**src/rtl/mem_initiator_if.sv**
```systemverilog
// Request/response handshake plus 8-bit single-port memory bus between the
// control unit, the memory initiator and the data memory.
interface mem_initiator_if #(
    parameter int AW     = 8,
    parameter int DW     = 8,
    parameter int MAXLEN = 3
);
    logic                 req_valid;
    logic                 req_ready;
    logic [1:0]           req_op;
    logic [AW-1:0]        req_addr;
    logic [DW-1:0]        req_wdata;
    logic [1:0]           req_len;
    logic                 rsp_valid;
    logic [MAXLEN*DW-1:0] rsp_data;
    logic                 rsp_err;
    logic [AW-1:0]        addr;
    logic [DW-1:0]        WR;
    logic                 memorywrite;
    logic                 memoryread;
    logic [DW-1:0]        RD;

    // The initiator itself.
    modport slave (
        input  req_valid, req_op, req_addr, req_wdata, req_len, RD,
        output req_ready, rsp_valid, rsp_data, rsp_err,
               addr, WR, memorywrite, memoryread
    );

    // Controller plus memory environment around the initiator.
    modport master (
        output req_valid, req_op, req_addr, req_wdata, req_len, RD,
        input  req_ready, rsp_valid, rsp_data, rsp_err,
               addr, WR, memorywrite, memoryread
    );
endinterface

```
**src/rtl/mem_initiator.sv**
```systemverilog
// Bus master for the 8-bit data memory: byte read, byte write and short
// instruction fetch bursts, answered with a one-cycle response pulse.
module mem_initiator #(
    parameter int AW     = 8,
    parameter int DW     = 8,
    parameter int MAXLEN = 3
) (
    input  logic           clk,
    input  logic           rst,
    mem_initiator_if.slave bus
);
    localparam logic [1:0] S_IDLE  = 2'd0;
    localparam logic [1:0] S_READ  = 2'd1;
    localparam logic [1:0] S_WRITE = 2'd2;
    localparam logic [1:0] S_RESP  = 2'd3;

    localparam logic [1:0] OP_READ  = 2'b00;
    localparam logic [1:0] OP_WRITE = 2'b01;
    localparam logic [1:0] OP_FETCH = 2'b10;

    logic [1:0]           state_q, state_d;
    logic [AW-1:0]        addr_q;
    logic [DW-1:0]        wdata_q;
    logic [1:0]           len_q;
    logic [1:0]           cnt_q;
    logic [MAXLEN*DW-1:0] byte_q;
    logic [MAXLEN*DW-1:0] rsp_data_q;
    logic                 rsp_err_q;

    logic                 accept;
    logic                 last_capture;
    logic [1:0]           len_eff;
    logic [MAXLEN*DW-1:0] capture_data;

    assign accept       = (state_q == S_IDLE) && bus.req_valid;
    assign last_capture = (state_q == S_READ) && (cnt_q == len_q - 2'd1);
    assign len_eff      = (bus.req_op != OP_FETCH) ? 2'd1 :
                          (bus.req_len == 2'd0)    ? 2'd1 : bus.req_len;

    // Byte buffer as it will look after this cycle's capture; slot k takes RD.
    for (genvar gi = 0; gi < MAXLEN; gi++) begin : g_slot
        assign capture_data[gi*DW +: DW] =
            (cnt_q == 2'(gi)) ? bus.RD : byte_q[gi*DW +: DW];
    end

    always_comb begin
        state_d = state_q;
        case (state_q)
            S_IDLE: begin
                if (accept) begin
                    case (bus.req_op)
                        OP_READ, OP_FETCH: state_d = S_READ;
                        OP_WRITE:          state_d = S_WRITE;
                        default:           state_d = S_RESP;
                    endcase
                end
            end
            S_READ:  if (last_capture) state_d = S_RESP;
            S_WRITE: state_d = S_RESP;
            default: state_d = S_IDLE;
        endcase
    end

    always_ff @(posedge clk) begin
        if (rst) begin
            state_q    <= S_IDLE;
            addr_q     <= '0;
            wdata_q    <= '0;
            len_q      <= '0;
            cnt_q      <= '0;
            byte_q     <= '0;
            rsp_data_q <= '0;
            rsp_err_q  <= 1'b0;
        end else begin
            state_q <= state_d;
            if (accept) begin
                addr_q  <= bus.req_addr;
                wdata_q <= bus.req_wdata;
                len_q   <= len_eff;
                cnt_q   <= '0;
                byte_q  <= '0;
                // An illegal op goes straight to RESP, so its result is set now.
                if (bus.req_op == 2'b11) begin
                    rsp_data_q <= '0;
                    rsp_err_q  <= 1'b1;
                end
            end
            if (state_q == S_READ) begin
                byte_q <= capture_data;
                addr_q <= addr_q + 1'b1;
                cnt_q  <= cnt_q + 2'd1;
                if (last_capture) begin
                    rsp_data_q <= capture_data;
                    rsp_err_q  <= 1'b0;
                end
            end
            if (state_q == S_WRITE) begin
                rsp_data_q <= '0;
                rsp_err_q  <= 1'b0;
            end
        end
    end

    assign bus.req_ready   = (state_q == S_IDLE);
    assign bus.memoryread  = (state_q == S_READ);
    assign bus.memorywrite = (state_q == S_WRITE);
    assign bus.addr        = ((state_q == S_READ) || (state_q == S_WRITE)) ? addr_q : '0;
    assign bus.WR          = (state_q == S_WRITE) ? wdata_q : '0;
    assign bus.rsp_valid   = (state_q == S_RESP);
    assign bus.rsp_data    = rsp_data_q;
    assign bus.rsp_err     = rsp_err_q;
endmodule

```
**src/flat_wrapper.sv**
```systemverilog
// flat-port wrapper written by rule: the top's interface ports become plain ports
module mem_initiator_flat 
#(
    parameter int AW     = 8,
    parameter int DW     = 8,
    parameter int MAXLEN = 3
)
  (clk, rst, bus_req_valid, bus_req_op, bus_req_addr, bus_req_wdata, bus_req_len, bus_RD, bus_req_ready, bus_rsp_valid, bus_rsp_data, bus_rsp_err, bus_addr, bus_WR, bus_memorywrite, bus_memoryread);
  mem_initiator_if #(.AW(AW), .DW(DW), .MAXLEN(MAXLEN)) bus_i ();
  input  logic clk;
  input  logic rst;
  input wire logic [$bits(bus_i.req_valid)-1:0] bus_req_valid;
  input wire logic [$bits(bus_i.req_op)-1:0] bus_req_op;
  input wire logic [$bits(bus_i.req_addr)-1:0] bus_req_addr;
  input wire logic [$bits(bus_i.req_wdata)-1:0] bus_req_wdata;
  input wire logic [$bits(bus_i.req_len)-1:0] bus_req_len;
  input wire logic [$bits(bus_i.RD)-1:0] bus_RD;
  output wire logic [$bits(bus_i.req_ready)-1:0] bus_req_ready;
  output wire logic [$bits(bus_i.rsp_valid)-1:0] bus_rsp_valid;
  output wire logic [$bits(bus_i.rsp_data)-1:0] bus_rsp_data;
  output wire logic [$bits(bus_i.rsp_err)-1:0] bus_rsp_err;
  output wire logic [$bits(bus_i.addr)-1:0] bus_addr;
  output wire logic [$bits(bus_i.WR)-1:0] bus_WR;
  output wire logic [$bits(bus_i.memorywrite)-1:0] bus_memorywrite;
  output wire logic [$bits(bus_i.memoryread)-1:0] bus_memoryread;
  assign bus_i.req_valid = bus_req_valid;
  assign bus_i.req_op = bus_req_op;
  assign bus_i.req_addr = bus_req_addr;
  assign bus_i.req_wdata = bus_req_wdata;
  assign bus_i.req_len = bus_req_len;
  assign bus_i.RD = bus_RD;
  assign bus_req_ready = bus_i.req_ready;
  assign bus_rsp_valid = bus_i.rsp_valid;
  assign bus_rsp_data = bus_i.rsp_data;
  assign bus_rsp_err = bus_i.rsp_err;
  assign bus_addr = bus_i.addr;
  assign bus_WR = bus_i.WR;
  assign bus_memorywrite = bus_i.memorywrite;
  assign bus_memoryread = bus_i.memoryread;
  mem_initiator #(.AW(AW), .DW(DW), .MAXLEN(MAXLEN)) u_core (.clk(clk), .rst(rst), .bus(bus_i));
endmodule
```
**config.mk**
```make
export PLATFORM = sky130hd
export DESIGN_NAME = mem_initiator_flat
export DESIGN_NICKNAME = d
export VERILOG_FILES = /design/src/rtl/mem_initiator_if.sv /design/src/rtl/mem_initiator.sv /design/src/flat_wrapper.sv
export SDC_FILE = /design/constraint.sdc
export NUM_CORES = 1
export LEC_CHECK = 0
export CORE_ASPECT_RATIO = 0.9
export CORE_UTILIZATION = 45
export CTS_CLUSTER_SIZE = 14
export DETAILED_ROUTE_END_ITERATION = 6
export MAX_ROUTING_LAYER = met4
export PLACE_DENSITY_LB_ADDON = 0.15
export SYNTH_ARGS = -nofsm -noshare
export SYNTH_HDL_FRONTEND = slang
export SYNTH_SLANG_ARGS = --single-unit
```
**constraint.sdc**
```tcl
create_clock -name clk -period 4.7 [get_ports clk]
set_input_delay 0.47 -clock clk [delete_from_list [all_inputs] [get_ports clk]]
set_output_delay 0.47 -clock clk [all_outputs]
set_load 0.01 [all_outputs]
```
# ---- Yosys cells after proc, flatten, opt, wreduce, memory -nomap -nowiden
# Index checks and enable logic that the tools add are counted.
dict set report classes {
  n_addsub 3
  n_eq_ne 12
  mux 25
  n_reduce_logical 11
}
# op count
set op_table {}
lappend op_table {{2-to-1 mux 24 bit} 6}
lappend op_table {{2-to-1 mux 8 bit} 7}
lappend op_table {{2-to-1 mux 2 bit} 6}
lappend op_table {{== test 2 bit, second input constant} 5}
lappend op_table {{adder 8 x 1 -> 8 bit, second input constant} 1}
lappend op_table {{zero test 2 bit} 4}
lappend op_table {{== test 2 x 1 -> 1 bit, second input constant} 3}
lappend op_table {{case mux 2 bit (3 select lines)} 1}
lappend op_table {{2-to-1 mux 1 bit} 4}
lappend op_table {{!= test 2 x 1 -> 1 bit, second input constant} 2}
lappend op_table {{case mux 2 bit (2 select lines)} 1}
lappend op_table {{OR reduction 2 bit} 2}
lappend op_table {{adder 2 x 1 -> 2 bit, second input constant} 1}
lappend op_table {{== test 2 bit} 1}
lappend op_table {{logical AND 1 bit} 2}
lappend op_table {{!= test 2 bit, second input constant} 1}
lappend op_table {{AND reduction 2 bit} 1}
lappend op_table {{nonzero test 2 bit} 1}
lappend op_table {{subtractor 2 x 1 -> 2 bit, second input constant} 1}
lappend op_table {{logical OR 1 bit} 1}
dict set report word_totals {
  regBits 71
  input_bits 31
  output_inout_bits 45
}

# ---- Logic depth before layout (Yosys ltp)
# Gate-level depths: netlist of the first run.
dict set report depth {
  word_depth 5
  mapped_depth 7
  mapped_depth_nobuf 6
}

# ---- Worst setup path after synthesis of the first run
# OpenSTA, ideal clock, no wires.
dict set report synth_timing {
  kind {flip-flop to flip-flop}
  start {register u_core.state_q[0]}
  end {register u_core.rsp_data_q[0], in the netlist u_core.bus.rsp_data[0]}
  setup_time_ps 72
  arrival_ps 1631
  path_slack_ps 2998
  path_stages_with_launch 8
  path_buffers 1
  period_less_slack_ps 1702
  path_cell_list {dfxtp_1 -> inv_1 -> ha_1 -> and2_4 -> a311oi_4 -> buf_6 -> nand2_1 -> mux2i_1}
}
dict set report synth_via {
  elab_chain_len 5
  elab_cells_between_ends 9
  cone_classes {eq/ne: 2; mux: 3; reduce/logical: 4}
}
# element line_no
set synth_rtl {}
lappend synth_rtl {{start, declared} mem_initiator.sv:21} ;# logic [1:0] state_q, state_d;
lappend synth_rtl {{start signal, assigned} mem_initiator.sv:75} ;# state_q <= state_d;
lappend synth_rtl {{zero test 2 bit *} n/a}
lappend synth_rtl {{net bus_req_ready} flat_wrapper.sv:18} ;# output wire logic [$bits(bus_i.req_ready)-1:0] bus_req_ready;
lappend synth_rtl {{logical AND 1 bit *} mem_initiator.sv:35} ;# assign accept = (state_q == S_IDLE) && bus.req_valid;
lappend synth_rtl {{2-to-1 mux 24 bit *} mem_initiator.sv:76} ;# if (accept) begin
lappend synth_rtl {{2-to-1 mux 24 bit} mem_initiator.sv:92} ;# if (last_capture) begin
lappend synth_rtl {{2-to-1 mux 24 bit *} mem_initiator.sv:88} ;# if (state_q == S_READ) begin
lappend synth_rtl {{end signal, assigned} mem_initiator.sv:93} ;# rsp_data_q <= capture_data;
lappend synth_rtl {{end, declared} mem_initiator.sv:27} ;# logic [MAXLEN*DW-1:0] rsp_data_q;
# Mark *: on every way through the listed nets, which the timed path passes. The rest lies on a longest branch.
# A chain may end at the register's enable or synchronous reset.

# ---- Worst setup path in the final report of the first run
dict set report layout_timing {
  start {register u_core.state_q[1]}
  end {output bus_memoryread}
}
dict set report layout_via {
  elab_chain_len 1
}
# element line_no
set layout_rtl {}
lappend layout_rtl {{== test 2 x 1 -> 1 bit} mem_initiator.sv:105} ;# assign bus.memoryread = (state_q == S_READ);
lappend layout_rtl {{end, declared} flat_wrapper.sv:25} ;# output wire logic [$bits(bus_i.memoryread)-1:0] bus_memoryread;
# No other way between the ends.

==> results of run 1 <==
[routing by layer]
metal / vias up / wire length [um] / share of wire (%)
met5: - / 0 / 0
met4: 0 / 100 / 1.2
met3: 13 / 569 / 7.0
met2: 94 / 3580 / 44
met1: 1344 / 3830 / 47
li1: 1470 / - / -
[registers in the layout, indices dropped and copies added, names as in the netlist]
register and count:
u_core.addr_q 8, u_core.bus.rsp_data 24, u_core.bus.rsp_err 1, u_core.byte_q 24, u_core.cnt_q 2, u_core.len_q 2, u_core.state_q 2, u_core.wdata_q 8
[worst max-delay path: cells and delay by family (launching register included)]
family	cells	cell delay, ns
buf+inv	2	0.78
fa+ha+maj	1	0.70
flops	1	0.34
[cell families after synthesis]
kind of cell	share of synthesized area (%)
buf+inv	4.85
flops	42.0
mux	16.4
simple gates	22.3
xor+xnor	0.518
compound gates	10.6
fa+ha+maj	3.33
[final timing paths]
path                                   startpoint                end  slack [ns]  cells after the start
worst max-delay path            u_core.state_q[1]     bus_memoryread        2.07                      3
worst min-delay path            u_core.wdata_q[3]  u_core.wdata_q[3]        0.45                      2
worst max register to register  u_core.state_q[1]  u_core.byte_q[21]        2.28                      6
worst min register to register  u_core.wdata_q[3]  u_core.wdata_q[3]        0.45                      2
[final cells by class]
| type | count | share of cell area (%) |
|---|---|---|
| flip-flops and latches | 71 | 32.9 |
| multi-input cells | 293 | 41.7 |
| clock inverters | 6 | 1.45 |
| repair buffers | 78 | 17.8 |
| clock buffers | 9 | 2.87 |
| well taps | 93 | 2.70 |
| inverters | 7 | 0.609 |
[cells in the final DEF (no fill, tap or decap), types with 2 or more instances in the layout]
| cell type | count |
|---|---|
| nand2_1 | 96 |
| clkdlybuf4s50_1 | 74 |
| dfxtp_1 | 71 |
| a21oi_1 | 42 |
| nand3_1 | 28 |
| mux2i_1 | 26 |
| mux2_2 | 24 |
| and2_1 | 16 |
| nor2_1 | 13 |
| ha_1 | 9 |
| clkbuf_8 | 9 |
| inv_1 | 6 |
| nor3_1 | 5 |
| nand2b_1 | 3 |
| a211oi_1 | 3 |
| a31oi_1 | 3 |
| o21ai_0 | 3 |
| clkinvlp_4 | 3 |
| buf_4 | 3 |
| xor2_1 | 2 |
| and3_1 | 2 |
| mux2_1 | 2 |
| a22oi_1 | 2 |
| clkinv_2 | 2 |
[power by group]
| group | switching [mW] | internal (mW) | total (mW) |
|---|---|---|---|
| sequential | 0.0551 | 0.671 | 0.726 |
| combinational | 0.466 | 0.309 | 0.775 |
| clock | 0.227 | 0.240 | 0.467 |
[stage by stage]
stage	area, sq um	power [mW]	setup WS, ns
2_1_floorplan	3380	1.27	3.00
3_3_place_gp	4130	1.50	2.21
3_5_place_dp	4130	1.51	2.11
4_1_cts	4320	1.98	2.05
5_1_grt	4320	2.10	1.93
6_report	4320	1.97	2.07
==> metrics.yaml, run 1 <==
pwr:
  leakagePower_nw: 1.68
  p_per_area_nw_per_um2: 456
  ir_worst_vdd_mv: 0.242
floorplan:
  start_util_pct: 47.3
  die-area_sq_um: 7860
  die_h_um: 84.2
  die_w_um: 93.4
  ioPinCount: 76
  coreArea_sq_um: 7150
  fp-row-count: 29
routing:
  wl_per_cell_um: 14.5
  routed_wirelength_mm: 8.07
  vias: 2921
  ant_nets: 0
  first_iter_violations: 187
  dr.pass1.iters: 4
  drc_errors: 0
  via_per_inst: 5.24
synth:
  synth-seq-cells: 71
  synth_most_common_cell: "nand2_1"
  ys_types: 37
  ys_seq_area_share_pct: 42.0
  synth_top_cells_by_count: "96 x nand2_1, 71 x dfxtp_1, 42 x a21oi_1"
  synth.net_count: 438
  async_flop_share_pct: 0
  yosys.area.top_type_share_pct: 42.0
  syn_area_per_cell_sq_um: 8.49
  syn_inst: 398
  synth_top_cell_by_area: "dfxtp_1"
  ys_warn_count: 0
  synthTopCellsByArea: "dfxtp_1 42%, nand2_1 11%, mux2_2 8.0%, mux2i_1 7.7%, a21oi_1 6.2%"
  ys.flop_type: "dfxtp_1"
  syn_area_sq_um: 3380
  synth-edff-count: 0
cts:
  cts_tree: "done"
  clock_path_buffers: 2
  cts_resized: 0
  hold_buffers: 0
  cts_max_level: 3
  clk-insertion-delay-late_ns: 0.35
  cts_buffers: 9
  clock_sinks: 71
  cts_setup_buffers: 0
  cts-root-buf: "clkbuf_8"
  clk_pin_slew_ns: 0.07
final_layout:
  multi_input_area_sq_um: 1800
  drive_gt1_share_pct: 10.1
  nFillCells: 642
  regArea_sq_um: 1420
  instances_no_fill: 557
  syn2layout_area_growth_pct: 27.7
  post-route-util_pct: 60.4
  n_antenna_cell: 0
  nets: 500
grt:
  busiest_layer: "met2"
  grt.total_usage_pct: 22.1
  grt_first_pass_wirelength_mm: 13.2
  use_met3_pct: 6.70
  grt.overflow.total: 0
  grt_pass1_vias: 2795
  antenna_found_initial: 0
  grtUsageMet2_pct: 33.1
  grt_max_degree: 52
  met1_usage_pct: 29.0
critical_path:
  cp_slowest_cell: "ha_1"
  path_class: "reg2out"
  crit_fanout: 21
  critPathLaunchType: "flop"
  crit_arrival_ns: 2.16
  endpoint_kind: "primary output"
  crit_chain: "inv_1 > ha_1 > clkdlybuf4s50_1"
  max_stage_delay_ns: 0.70
  crit_required_ns: 4.23
timing:
  worst_pin_slew_ns: 1.14
  max_freq_ghz: 0.380
  fin_crit_ns: 2.63
  clock_skew_ns: 0.00888
  worst_hold_slack_ns: 0.455
  drv_slew: 0
  rsz0062_at_grt: "false"
  max_slew_margin_pct: 24.3
  finalSetupViolCount: 0
  tns_ns: 0
  hold_viol: 0
  period_share_pct: 56.0
job:
  maxCapViolCount: 0
outcome:
  status: "finished, final reports clean"
placed_design:
  dp_hpwl_mm: 5.48
  port_buffers: 75
  gp_routability_congestion: 0.771
  dp_cells: 542
min_path:
  hp-class: "reg2reg"
Note: power is estimated with default switching activity, not from simulation.
==> run 2: changes to the inputs <==
- clock period: 4.7 -> 2.6 ns (I/O delays scaled with it)
==> run 2 against run 1 <==
  * Final cell count up 0.90%
  * Sequential power up 80%
  * Clock power up 130%
  * Global-route usage down 0.36 points
  * First-iteration DRC count down 28%
  * Worst setup slack worse by 1.8 ns
  * Count of clock-buffer cells in the layout up 1
  * Via count up 0.21%
  * Flip-flop and latch count unchanged
  * Worst hold slack about the same
  * Wire length down 0.22%
  * Critical path type unchanged
==> metrics.yaml, run 2 (same netlist as run 1, synthesis figures left out) <==
outcome:
  status: "finished, final reports clean"
pwr:
  comb_power_share_pct: 38.0  # -1.4 points
  p_switching_mw: 1.38  # +84%
  leakagePower_nw: 1.74  # +3.6%
  ir_worst_vdd_mv: 0.530  # +120%
  power_frac_seq_pct: 34.1  # -2.8 points
  swShare_pct: 35.9  # -2.1 points
  power_frac_clock_pct: 27.9  # +4.2 points
  p_int_mw: 2.46  # +100%
  p_per_area_nw_per_um2: 870  # +91%
job:
  maxCapViolCount: 0  # unchanged
routing:
  ant_nets: 0  # unchanged
  vias: 2927  # +0.21%
  routed_wirelength_mm: 8.06  # -0.22%
  first_iter_violations: 135  # -28%
  drc_errors: 0  # unchanged
  dr.pass1.iters: 4  # unchanged
  via_per_inst: 5.21  # -0.69%
  wl_per_cell_um: 14.3  # -1.1%
grt:
  grt_first_pass_wirelength_mm: 13.1  # -0.89%
  grt.overflow.total: 0  # unchanged
  grt_max_degree: 52  # unchanged
  antenna_found_initial: 0  # unchanged
  grt.total_usage_pct: 21.8  # -0.36 points
  grt_pass1_vias: 2709  # -3.1%
critical_path:
  crit_fanout: 12  # -43%
  crit_required_ns: 2.34  # -1.89 ns
  crit_arrival_ns: 2.06  # -0.10 ns
  endpoint_kind: "primary output"
  critPathLaunchType: "flop"
  path_class: "reg2out"
cts:
  cts-root-buf: "clkbuf_8"
  clock_sinks: 71  # unchanged
  clk_pin_slew_ns: 0.07  # about the same
  cts_resized: 0  # unchanged
  cts_buffers: 9  # unchanged
  clk-insertion-delay-late_ns: 0.35  # about the same
  cts_tree: "done"
  clock_path_buffers: 2  # unchanged
  cts_setup_buffers: 0  # unchanged
  hold_buffers: 0  # unchanged
  cts_max_level: 3  # unchanged
timing:
  hold_viol: 0  # unchanged
  period_share_pct: 89.2
  worst_pin_slew_ns: 0.988  # -0.147 ns
  rsz0062_at_grt: "false"
  worst_hold_slack_ns: 0.455  # -0.000248 ns
  fin_crit_ns: 2.32
  drv_slew: 0  # unchanged
  clock_skew_ns: 0.0107  # +0.00183 ns
  max_freq_ghz: 0.431
  tns_ns: 0  # unchanged
  max_slew_margin_pct: 34.1  # +9.8 points
  finalSetupViolCount: 0  # unchanged
final_layout:
  n_antenna_cell: 0  # unchanged
  syn2layout_area_growth_pct: 30.6
  drive_gt1_share_pct: 10.7  # +0.53 points
  mostFrequentLayoutCells: "96 x nand2_1, 74 x clkdlybuf4s50_1, 71 x dfxtp_1"
  nets: 504  # +0.80%
  layout_commonest_cell: "nand2_1"
floorplan:
  die-area_sq_um: 7860  # unchanged
  coreArea_sq_um: 7150  # unchanged
  die_w_um: 93.4  # unchanged
  start_util_pct: 47.3  # unchanged
  ioPinCount: 76  # unchanged
  fp-row-count: 29  # unchanged
  die_h_um: 84.2  # unchanged
placed_design:
  gp_routability_congestion: 0.797  # +3.4%
  dp_hpwl_mm: 5.40  # -1.6%
  port_buffers: 75  # unchanged
min_path:
  hp-class: "reg2reg"
[run 2: changes by cell type in the layout (fill, tap and decap cells not counted), moves of 2 or more]
| cell | before | now |
|---|---|---|
| buf_4 | 3 | 6 |
| clkinvlp_4 | 3 | 0 |
| bufinv_16 | 1 | 3 |
| clkinv_2 | 2 | 0 |
| inv_6 | 0 | 2 |
[run 2: worst max-delay path, cell delays in order (launching register included)]
cell	delay (ns)
dfxtp_1	0.35
inv_1	0.12
ha_1	0.50
and2_1	0.21
clkdlybuf4s50_1	0.53
[run 2: final timing paths]
path,startpoint,to,slack [ns],cells past startpoint
setup / recovery,u_core.state_q[0],bus_WR[6],0.28,4
hold / removal,u_core.wdata_q[1],u_core.wdata_q[1],0.45,2
setup reg to reg,u_core.state_q[0],u_core.bus.rsp_data[15],0.62,7
hold reg to reg,u_core.wdata_q[1],u_core.wdata_q[1],0.45,2
[run 2: routing by layer]
layer  global-route usage [%]  wire length (um)
met1                     29.6              3970
met2                     32.2              3580
met3                     5.62               468
met4                     5.45                38
met5                        -                 0
[run 2: through the flow]
stage	std cells	instance area (sq um)	power, mW	util [%]	setup slack, ns
final	562	4410	3.84	61.8	0.281
after global routing	562	4410	4.05	61.8	0.184
after CTS	562	4410	3.87	61.8	0.240
after detailed placement	546	4170	2.78	58.3	0.634
after global placement	546	4170	2.76	58.3	0.697
after floorplan	398	3380	2.29	-	0.898
[run 2: power groups by stage]
stage,Clock [mW],Sequential (mW),Combinational (mW)
after CTS,1.10,1.31,1.46
final,1.07,1.31,1.46
after detailed placement,0,1.33,1.45
after global routing,1.13,1.33,1.59
after global placement,0,1.33,1.44
after floorplan,0,1.31,0.978
[run 2: layout make-up]
| class | count | area [sq um] |
|---|---|---|
| clock buffers | 10 | 128 |
| clock inverters | 6 | 116 |
| fillers | 651 | 2730 |
| inverters | 7 | 26.3 |
| multi-input cells | 293 | 1800 |
| flip-flops and latches | 71 | 1420 |
| well taps | 93 | 116 |
| repair buffers | 82 | 811 |
==> run 3: changes to the inputs <==
- GPL_TIMING_DRIVEN: default -> 0
==> run 3 against run 2 <==
  * Clock power shrank 11%
  * Die area did not move
  * Worst setup slack got worse by 0.080 ns
  * Global-route usage is 2.6 points higher
  * First-iteration DRC count up 47%
  * Flip-flop and latch count unchanged
  * Sequential share of layout area shrank 0.32 points
  * Critical path depth increased by 1
  * Register-to-register slack got worse by 0.18 ns
  * Highest routed layer unchanged
==> metrics.yaml, run 3 (same netlist as run 1, synthesis figures left out) <==
grt:
  grt.total_usage_pct: 24.4  # +2.6 points
  grt_max_degree: 13  # -75%
  grt_first_pass_wirelength_mm: 14.3  # +9.0%
  grt_pass1_vias: 2903  # +7.2%
  grt.overflow.total: 0  # unchanged
  antenna_found_initial: 0  # unchanged
floorplan:
  die-area_sq_um: 7860  # unchanged
  fp-row-count: 29  # unchanged
  die_h_um: 84.2  # unchanged
  ioPinCount: 76  # unchanged
  coreArea_sq_um: 7150  # unchanged
  die_w_um: 93.4  # unchanged
  start_util_pct: 47.3  # unchanged
final_layout:
  layout_commonest_cell: "nand2_1"
  drive_gt1_share_pct: 10.5  # -0.21 points
  mostFrequentLayoutCells: "96 x nand2_1, 75 x clkdlybuf4s50_1, 71 x dfxtp_1"
  syn2layout_area_growth_pct: 31.9
  nFillCells: 654  # +0.46%
  n_antenna_cell: 0  # unchanged
  nets: 524  # +4.0%
cts:
  clock_path_buffers: 2  # unchanged
  cts_resized: 0  # unchanged
  clock_sinks: 71  # unchanged
  hold_buffers: 0  # unchanged
  clk-insertion-delay-late_ns: 0.35  # about the same
  clk_pin_slew_ns: 0.07  # about the same
  cts_max_level: 3  # unchanged
  cts_setup_buffers: 0  # unchanged
  cts_buffers: 9  # unchanged
  cts-root-buf: "clkbuf_8"
  cts_tree: "done"
timing:
  period_share_pct: 92.3  # +3.1 points
  hold_viol: 0  # unchanged
  max_freq_ghz: 0.417  # -3.3%
  finalSetupViolCount: 0  # unchanged
  fin_crit_ns: 2.40  # +0.0799 ns
  tns_ns: 0  # unchanged
  max_slew_margin_pct: 61.3  # +27 points
  worst_pin_slew_ns: 0.580  # -0.408 ns
  rsz0062_at_grt: "false"
  drv_slew: 0  # unchanged
  clock_skew_ns: 0.0106  # -0.0000727 ns
routing:
  ant_nets: 0  # unchanged
  via_per_inst: 5.30  # +1.8%
  drc_errors: 0  # unchanged
  routed_wirelength_mm: 8.50  # +5.5%
  dr.pass1.iters: 4  # unchanged
  vias: 3079  # +5.2%
  wl_per_cell_um: 14.6  # +2.0%
  first_iter_violations: 198  # +47%
pwr:
  power_frac_seq_pct: 34.9  # +0.8 points
  p_switching_mw: 1.40  # +1.5%
  finalPower_mw: 3.74  # -2.5%
  leakagePower_nw: 1.75  # +0.49%
  p_int_mw: 2.34  # -4.8%
  swShare_pct: 37.4  # +1.5 points
  power_frac_clock_pct: 25.3  # -2.6 points
  comb_power_share_pct: 39.7  # +1.7 points
  ir_worst_vdd_mv: 0.445  # -16%
  p_per_area_nw_per_um2: 839  # -3.5%
critical_path:
  crit_arrival_ns: 2.14  # +0.08 ns
  path_class: "reg2out"
  critPathLaunchType: "flop"
  endpoint_kind: "primary output"
  crit_required_ns: 2.34  # about the same
  crit_fanout: 10  # -2
job:
  maxCapViolCount: 0  # unchanged
outcome:
  status: "finished, final reports clean"
min_path:
  hp-class: "reg2reg"
placed_design:
  gp_routability_congestion: 0.806  # +1.2%
  dp_hpwl_mm: 5.95  # +10%
  port_buffers: 75  # unchanged
run 3: routing by layer:
layer | global-route usage, % | up-vias | wire (um)
met4 | 6.57 | 0 | 88
met3 | 6.88 | 10 | 407
li1 | - | 1528 | -
met1 | 32.3 | 1466 | 4090
met5 | - | - | 0
met2 | 36.3 | 75 | 3920
run 3: layout make-up:
cell class                 instances  area [sq um]  share of cell area, %
clock buffer                       9           124                   2.78
timing repair buffer              75           751                   16.8
clock inverter                     6          86.3                   1.94
inverter                           7          26.3                  0.589
multi-input combinational        293          1800                   40.3
sequential                        71          1420                   31.9
buffer                            27           138                   3.09
tap                               93           116                   2.61
run 3: critical path, cell delays in order, from the launching register on:
cell and delay (ns):
dfxtp_1 0.34, inv_1 0.10, ha_1 0.25, clkbuf_1 0.36
and2_1 0.20, clkdlybuf4s50_1 0.54
run 3: worst paths after layout:
path | start | endpoint | slack, ns | cells past startpoint
hold / removal | u_core.wdata_q[6] | u_core.wdata_q[6] | 0.45 | 2
hold reg to reg | u_core.wdata_q[6] | u_core.wdata_q[6] | 0.45 | 2
setup / recovery | u_core.state_q[0] | bus_WR[6] | 0.20 | 5
setup reg to reg | u_core.state_q[0] | u_core.bus.rsp_data[16] | 0.44 | 7
run 3: per-stage QoR:
stage          instances  hold WS, ns  util [%]  instance area, sq um  worst slack, ns
6_report             581        0.453      62.4                  4460            0.201
5_1_grt              581        0.446      62.4                  4460           0.0335
3_5_place_dp         566        0.445      59.4                  4250            0.433
4_1_cts              581        0.452      62.4                  4460            0.159
3_3_place_gp         566        0.438      59.4                  4250            0.516
2_1_floorplan        398        0.396         -                  3380            0.898
run 3: power groups by stage:
| stage | Sequential [mW] | Combinational (mW) | Clock [mW] |
|---|---|---|---|
| floorplan | 1.31 | 0.978 | 0 |
| global placement | 1.32 | 1.44 | 0 |
| detailed placement | 1.33 | 1.48 | 0 |
| CTS | 1.30 | 1.49 | 0.963 |
| global route | 1.32 | 1.65 | 1.02 |
| finish | 1.31 | 1.49 | 0.949 |
